$ cat src/rtl/sdrd_pkg.sv
// Shared constants and types for the serial-readback deserializer: bus window,
// register offsets, STATUS layout and the bit-assembly FSM states.
package sdrd_pkg;

  localparam logic [1:0] WIN_BA_HI  = 2'b01;  // ba[13:12] of the serial section
  localparam logic [3:0] REG_DATA   = 4'h2;
  localparam logic [3:0] REG_STATUS = 4'h3;

  localparam int STAT_OVF_BIT = 7;
  localparam int STAT_ERR_BIT = 6;

  typedef enum logic {
    ST_IDLE,
    ST_SHIFT
  } state_e;

  function automatic logic [7:0] pack_status(input logic ovf, input logic err,
                                             input logic [3:0] cnt);
    logic [7:0] s;
    s               = {4'h0, cnt};
    s[STAT_OVF_BIT] = ovf;
    s[STAT_ERR_BIT] = err;
    return s;
  endfunction

endpackage

$ cat src/rtl/sdrd_fifo.sv
// Small byte FIFO with first-word-fall-through head. A pop on an empty FIFO is
// ignored; a push on a full FIFO lands only when a pop frees a slot that cycle.
module sdrd_fifo #(
  parameter int DEPTH = 2,
  localparam int AW   = $clog2(DEPTH),
  localparam int CW   = $clog2(DEPTH + 1)
) (
  input  logic          clk,
  input  logic          rst_n,
  input  logic          push,
  input  logic [7:0]    din,
  input  logic          pop,
  output logic [7:0]    head,
  output logic          full,
  output logic          empty,
  output logic [CW-1:0] count
);

  logic [7:0]    mem_q [DEPTH];
  logic [AW-1:0] wr_ptr_q, wr_ptr_d;
  logic [AW-1:0] rd_ptr_q, rd_ptr_d;
  logic [CW-1:0] count_q, count_d;
  logic          do_push, do_pop;

  assign empty = (count_q == '0);
  assign full  = (count_q == CW'(DEPTH));
  assign count = count_q;
  assign head  = mem_q[rd_ptr_q];

  always_comb begin
    do_pop   = pop && !empty;
    do_push  = push && (!full || do_pop);
    // DEPTH is a power of two, so plain pointer overflow is the modulo wrap
    wr_ptr_d = wr_ptr_q + AW'(do_push);
    rd_ptr_d = rd_ptr_q + AW'(do_pop);
    count_d  = count_q + CW'(do_push) - CW'(do_pop);
  end

  always_ff @(posedge clk or negedge rst_n) begin
    if (!rst_n) begin
      wr_ptr_q <= '0;
      rd_ptr_q <= '0;
      count_q  <= '0;
    end else begin
      wr_ptr_q <= wr_ptr_d;
      rd_ptr_q <= rd_ptr_d;
      count_q  <= count_d;
    end
  end

  always_ff @(posedge clk) begin
    if (do_push) mem_q[wr_ptr_q] <= din;
  end

endmodule

$ cat src/rtl/sdrd_deser.sv
// Serial readback deserializer: assembles MSB-first bytes from the sequencer
// bit stream into a FIFO and exposes DATA/STATUS registers on the host bus.
module sdrd_deser
  import sdrd_pkg::*;
#(
  parameter int DEPTH   = 2,
  parameter int TIMEOUT = 64
) (
  input  logic       clk,
  input  logic       rst_n,
  input  logic       sser_n,
  input  logic [9:0] ba,
  input  logic       br_w,
  input  logic       sdrd,
  input  logic       bit_vld,
  input  logic       frm_start,
  output logic [7:0] rd_data,
  output logic       rd_oe,
  output logic       irq
);

  localparam int CW = $clog2(DEPTH + 1);
  localparam int TW = $clog2(TIMEOUT + 1);

  state_e        state_q, state_d;
  logic [2:0]    bitcnt_q, bitcnt_d;
  logic [7:0]    shreg_q, shreg_d;
  logic [TW-1:0] idle_q, idle_d;
  logic          ovf_q, ovf_d;
  logic          err_q, err_d;
  logic          acc_q;

  logic          acc, is_data, is_stat, data_first, stat_first;
  logic          push, pop, full, empty;
  logic [7:0]    push_byte, head;
  logic [CW-1:0] count;
  logic [3:0]    count4;
  logic          unused_ba;

  // ba is bus address bits [13:4]; bits [11:8] play no part in the decode
  assign acc        = !sser_n && (ba[9:8] == WIN_BA_HI) && br_w;
  assign is_data    = (ba[3:0] == REG_DATA);
  assign is_stat    = (ba[3:0] == REG_STATUS);
  assign data_first = acc && !acc_q && is_data;
  assign stat_first = acc && !acc_q && is_stat;
  assign pop        = data_first;
  assign unused_ba  = ^ba[7:4];
  assign count4     = 4'(count);

  assign rd_oe = acc && (is_data || is_stat);
  assign irq   = !empty || err_q;

  always_comb begin
    rd_data = 8'h00;
    if (acc && is_data && !empty) rd_data = head;
    else if (acc && is_stat)      rd_data = pack_status(ovf_q, err_q, count4);
  end

  always_comb begin
    state_d   = state_q;
    bitcnt_d  = bitcnt_q;
    shreg_d   = shreg_q;
    idle_d    = idle_q;
    ovf_d     = ovf_q;
    err_d     = err_q;
    push      = 1'b0;
    push_byte = {shreg_q[6:0], sdrd};

    if (stat_first) begin
      ovf_d = 1'b0;
      err_d = 1'b0;
    end

    if (frm_start) begin
      // a new frame always restarts assembly; a coincident bit is its first bit
      state_d  = ST_SHIFT;
      idle_d   = '0;
      shreg_d  = bit_vld ? {7'b0, sdrd} : 8'h00;
      bitcnt_d = bit_vld ? 3'd1 : 3'd0;
    end else if (state_q == ST_SHIFT) begin
      if (bit_vld) begin
        shreg_d  = push_byte;
        bitcnt_d = bitcnt_q + 3'd1;
        idle_d   = '0;
        push     = (bitcnt_q == 3'd7);
      end else if (bitcnt_q != 3'd0) begin
        if (idle_q == TW'(TIMEOUT - 1)) begin
          state_d  = ST_IDLE;
          bitcnt_d = 3'd0;
          shreg_d  = 8'h00;
          idle_d   = '0;
          err_d    = 1'b1;
        end else begin
          idle_d = idle_q + TW'(1);
        end
      end
    end

    if (push && full && !pop) ovf_d = 1'b1;
  end

  always_ff @(posedge clk or negedge rst_n) begin
    if (!rst_n) begin
      state_q  <= ST_IDLE;
      bitcnt_q <= 3'd0;
      shreg_q  <= 8'h00;
      idle_q   <= '0;
      ovf_q    <= 1'b0;
      err_q    <= 1'b0;
      acc_q    <= 1'b0;
    end else begin
      state_q  <= state_d;
      bitcnt_q <= bitcnt_d;
      shreg_q  <= shreg_d;
      idle_q   <= idle_d;
      ovf_q    <= ovf_d;
      err_q    <= err_d;
      acc_q    <= acc;
    end
  end

  sdrd_fifo #(.DEPTH(DEPTH)) u_fifo (
    .clk   (clk),
    .rst_n (rst_n),
    .push  (push),
    .din   (push_byte),
    .pop   (pop),
    .head  (head),
    .full  (full),
    .empty (empty),
    .count (count)
  );

endmodule

$ cat config.mk
export PLATFORM = sky130hd
export DESIGN_NAME = sdrd_deser
export DESIGN_NICKNAME = d
export VERILOG_FILES = /design/src/rtl/sdrd_pkg.sv /design/src/rtl/sdrd_fifo.sv /design/src/rtl/sdrd_deser.sv
export SDC_FILE = /design/constraint.sdc
export NUM_CORES = 1
export LEC_CHECK = 0
export BUFFER_PORTS_ARGS = -buffer_cell sky130_fd_sc_hd__buf_2
export CAP_MARGIN = 20
export CELL_PAD_IN_SITES_DETAIL_PLACEMENT = 1
export CELL_PAD_IN_SITES_GLOBAL_PLACEMENT = 1
export CORE_MARGIN = 2
export CORE_UTILIZATION = 49
export DETAILED_ROUTE_END_ITERATION = 16
export HOLD_SLACK_MARGIN = 0.12
export PLACE_DENSITY_LB_ADDON = 0.1
export SYNTH_ARGS = -nofsm -noshare
export SYNTH_HDL_FRONTEND = slang
export SYNTH_HIERARCHICAL = 1
export SYNTH_SLANG_ARGS = --single-unit
$ cat constraint.sdc
create_clock -name clk -period 5.6 [get_ports clk]
set_input_delay 1.12 -clock clk [delete_from_list [all_inputs] [get_ports clk]]
set_output_delay 1.12 -clock clk [all_outputs]
set_load 0.005 [all_outputs]
==> results.md <==
- DRC violations left: 0
- Synth cell types: 42
- Final net count: 203
- Post-DP HPWL: approximately 2.9 mm
- First-pass GRT wire length: roughly 6.5 mm
- Diodes inserted: 0
- Reg2Reg Depth: 9
- Placed insts: roughly 220
- Number of synthesized register bits: between 40 and 50
- Slew Limit Fails: 0
- Die Area: 0.004534 sq mm
- Chip Width: 67.34 microns
- Critical-path maximum fanout: 8
- Pin count of the biggest net entering global routing: 26
- Placement Cell Area: around 0.0021 sq mm
- GRT Overall Usage: a little over 20%
- Hold buffer count at cts: 0
- Port bufs: 22
- Max transition margin: between 40% and 50%
- Synthesized net count: about 180
- Most used DFF post-synth: dfrtp_1
- Detailed Routing Iterations Pass 1: 4
- Path category of the worst min-delay check: flop to flop
- Layout Cells excl Fill: around 230
- Max Freq: around 0.28 GHz
- YS warnings: 6
- CTS root buf: clkbuf_8
- Worst path arrival time: 2.43 ns
- Slew of the pin with the lowest slew margin: about 0.85 ns
- Core outline area: 0.003943 sq mm
- Total Power: 644.6 uW
- WP data required: between 4 and 5 ns
- Die Y-Extent: between 60 and 70 microns
- CTS Buf Count: 5
- Pre-CTS setup slack: about 2.1 ns
- Remaining Overflow, GRT: 0
- Max Root-Sink Buffers: 2
- Fin crit share: a little under two thirds
- Max VDD drop: between 0.1 and 0.15 mV
- Max-Cap Viols: 0
- Post-route cell area: between 0.002 and 0.0025 sq mm
- Initial DRC Count: 39
- Critical path class: input port to output pin
- CTS sink cnt: just over 40
- EDFF count, synth: 16
- TNS Setup: 0 ns
- Via/cell ratio: roughly 5.5
- Critical path capture point type: output pin
- CP startpoint kind: input port
- Row count: 23
- GPL Wtd Cong: around 0.73
- H-tree depth: 2
- Routed len/inst: between 15 and 20 microns
- Layout cell share with drive strength beyond 1: roughly 28%
- Final wirelength: 3.985 mm
- IO Pins: 27
- Initial antenna violation count: 0
- Clk_lat worst skew: 0.29 ns
- Vias in the first global route: between 1k and 1.5k
- Reg clk slew, reported paths: 0.08 ns
- Post-layout min period: 3.552 ns
- Synthesis-to-layout area growth: 14.13%
- Cells after Synth: roughly 150
- Final hold vios: 0
- Async SR Flop Fraction: between 60% and 70%
- Min-Delay Path Depth: 0
- RSZ-0062 raised after global routing: no
- Starting Density: 49.86%
- Static leakage: between 0.001 and 0.0015 uW
- Final setup viols: 0
- Resized Gates After CTS: 0
- Outcome: complete, no violations
- Antenna viol nets, final: 0
- Worst Clk Skew: 0.004484 ns
- Setup slack after layout: between 2 and 2.5 ns
- CTS tree: yes
- Setup bufs post-CTS: 0
- Vias: approximately 1.3k
- Sequential cell area fraction in the yosys report: between 50% and 60%
- Avg Cell Area, Syn: between 10 and 15 sq um
- Post-Syn Area: 0.001966 sq mm
- Power Dens Cells: roughly 290 mW/mm^2
## stage by stage
step,hold WS (ns),util [%]
2_1_floorplan,0.4429,-
3_3_place_gp,0.4623,53.51
3_5_place_dp,0.4737,53.51
4_1_cts,0.4991,56.90
5_1_grt,0.5078,56.90
6_report,0.4975,56.90
## cell usage in the layout, fill, tap and decap left out, drive strengths merged
master / count
and4bb: 1
o21a: 3
and2: 5
nor4b: 1
nor3: 4
nor4: 1
a31oi: 3
bufinv: 2
nand2b: 3
nand2: 6
o2bb2ai: 1
clkbuf: 5
nand3: 3
o21ai: 6
a22o: 15
or3b: 1
buf: 22
nand4: 2
a21oi: 5
nor2: 9
a211o: 1
nor2b: 2
or2: 1
dfrtp: 25
edfxtp: 16
and4: 2
mux2: 9
clkinv: 1
xnor2: 2
ha: 8
inv: 9
xor2: 1
a21o: 4
## worst paths after layout
check                      slack, ns              startpoint                            to
min reg2reg                     0.50  shreg_q[6]$_DFFE_PN0P_  u_fifo/mem_q[1][7]$_DFFE_PP_
max reg2reg                     3.09       state_q$_DFF_PN0_     u_fifo/count[1]$_DFF_PN0_
min                             0.50  shreg_q[6]$_DFFE_PN0P_  u_fifo/mem_q[1][7]$_DFFE_PP_
min in group asynchronous       0.83                   rst_n        shreg_q[2]$_DFFE_PN0P_
max                             2.05                  sser_n                    rd_data[7]
max in group asynchronous       4.38                   rst_n       bitcnt_q[1]$_DFFE_PN0P_
## cell usage after synthesis, types with 3 or more instances
cell,number,area share (%)
o21ai_0,5,1.3
nand2_1,5,0.95
nand3_1,3,0.76
dfrtp_1,25,32
nor3_1,3,0.76
a21oi_1,4,1.0
and2_1,5,1.6
a31oi_1,3,0.95
nor2_1,8,1.5
ha_1,8,5.1
nand2b_1,3,0.95
edfxtp_1,16,24
a21o_1,3,1.1
a22o_2,3,1.5
a22o_1,12,5.3
inv_1,9,1.7
mux2_4,8,6.1
## cell families (layout without fill, tap and decap cells)
family          after synthesis  after routing  share of synthesized area [%]
compound gates               38             38                          14.89
xor+xnor                      3              3                          1.719
fa+ha+maj                     8              8                          5.093
buf+inv                      13             39                          3.182
flops                        41             41                          56.27
mux                           9              9                          6.684
simple gates                 41             41                          12.16
## power breakdown
group	internal [uW]	switching, uW
registers	318	7.02
logic	18.2	25.0
clock network	177	99.0
## registers in the layout, indices dropped and copies added (netlist names), 2 cells and up
name	cells
bitcnt_q	3
shreg_q	7
u_fifo/count	2
u_fifo/mem_q	16
idle_q	7
## area by class of cell
type	instances	area [sq um]
well taps	50	62.56
inverters	9	33.78
clock buffers	5	68.82
repair buffers	22	110.1
multi-input cells	99	797.0
clock inverters	3	65.06
fillers	438	1699
flip-flops and latches	41	1106
## per-layer routing
layer,part of all wire (%),global-route usage (%)
met5,0,0
met4,0.90,6.633
met3,3.7,4.500
met2,51,35.15
met1,45,24.65
## critical path, cell delays in order
cell	delay (ns)
buf_2	0.09
and4bb_2	0.31
nand3_1	0.15
nor3_2	0.43
a22o_1	0.22
buf_2	0.11
Note: power is estimated with default switching activity, not from simulation.
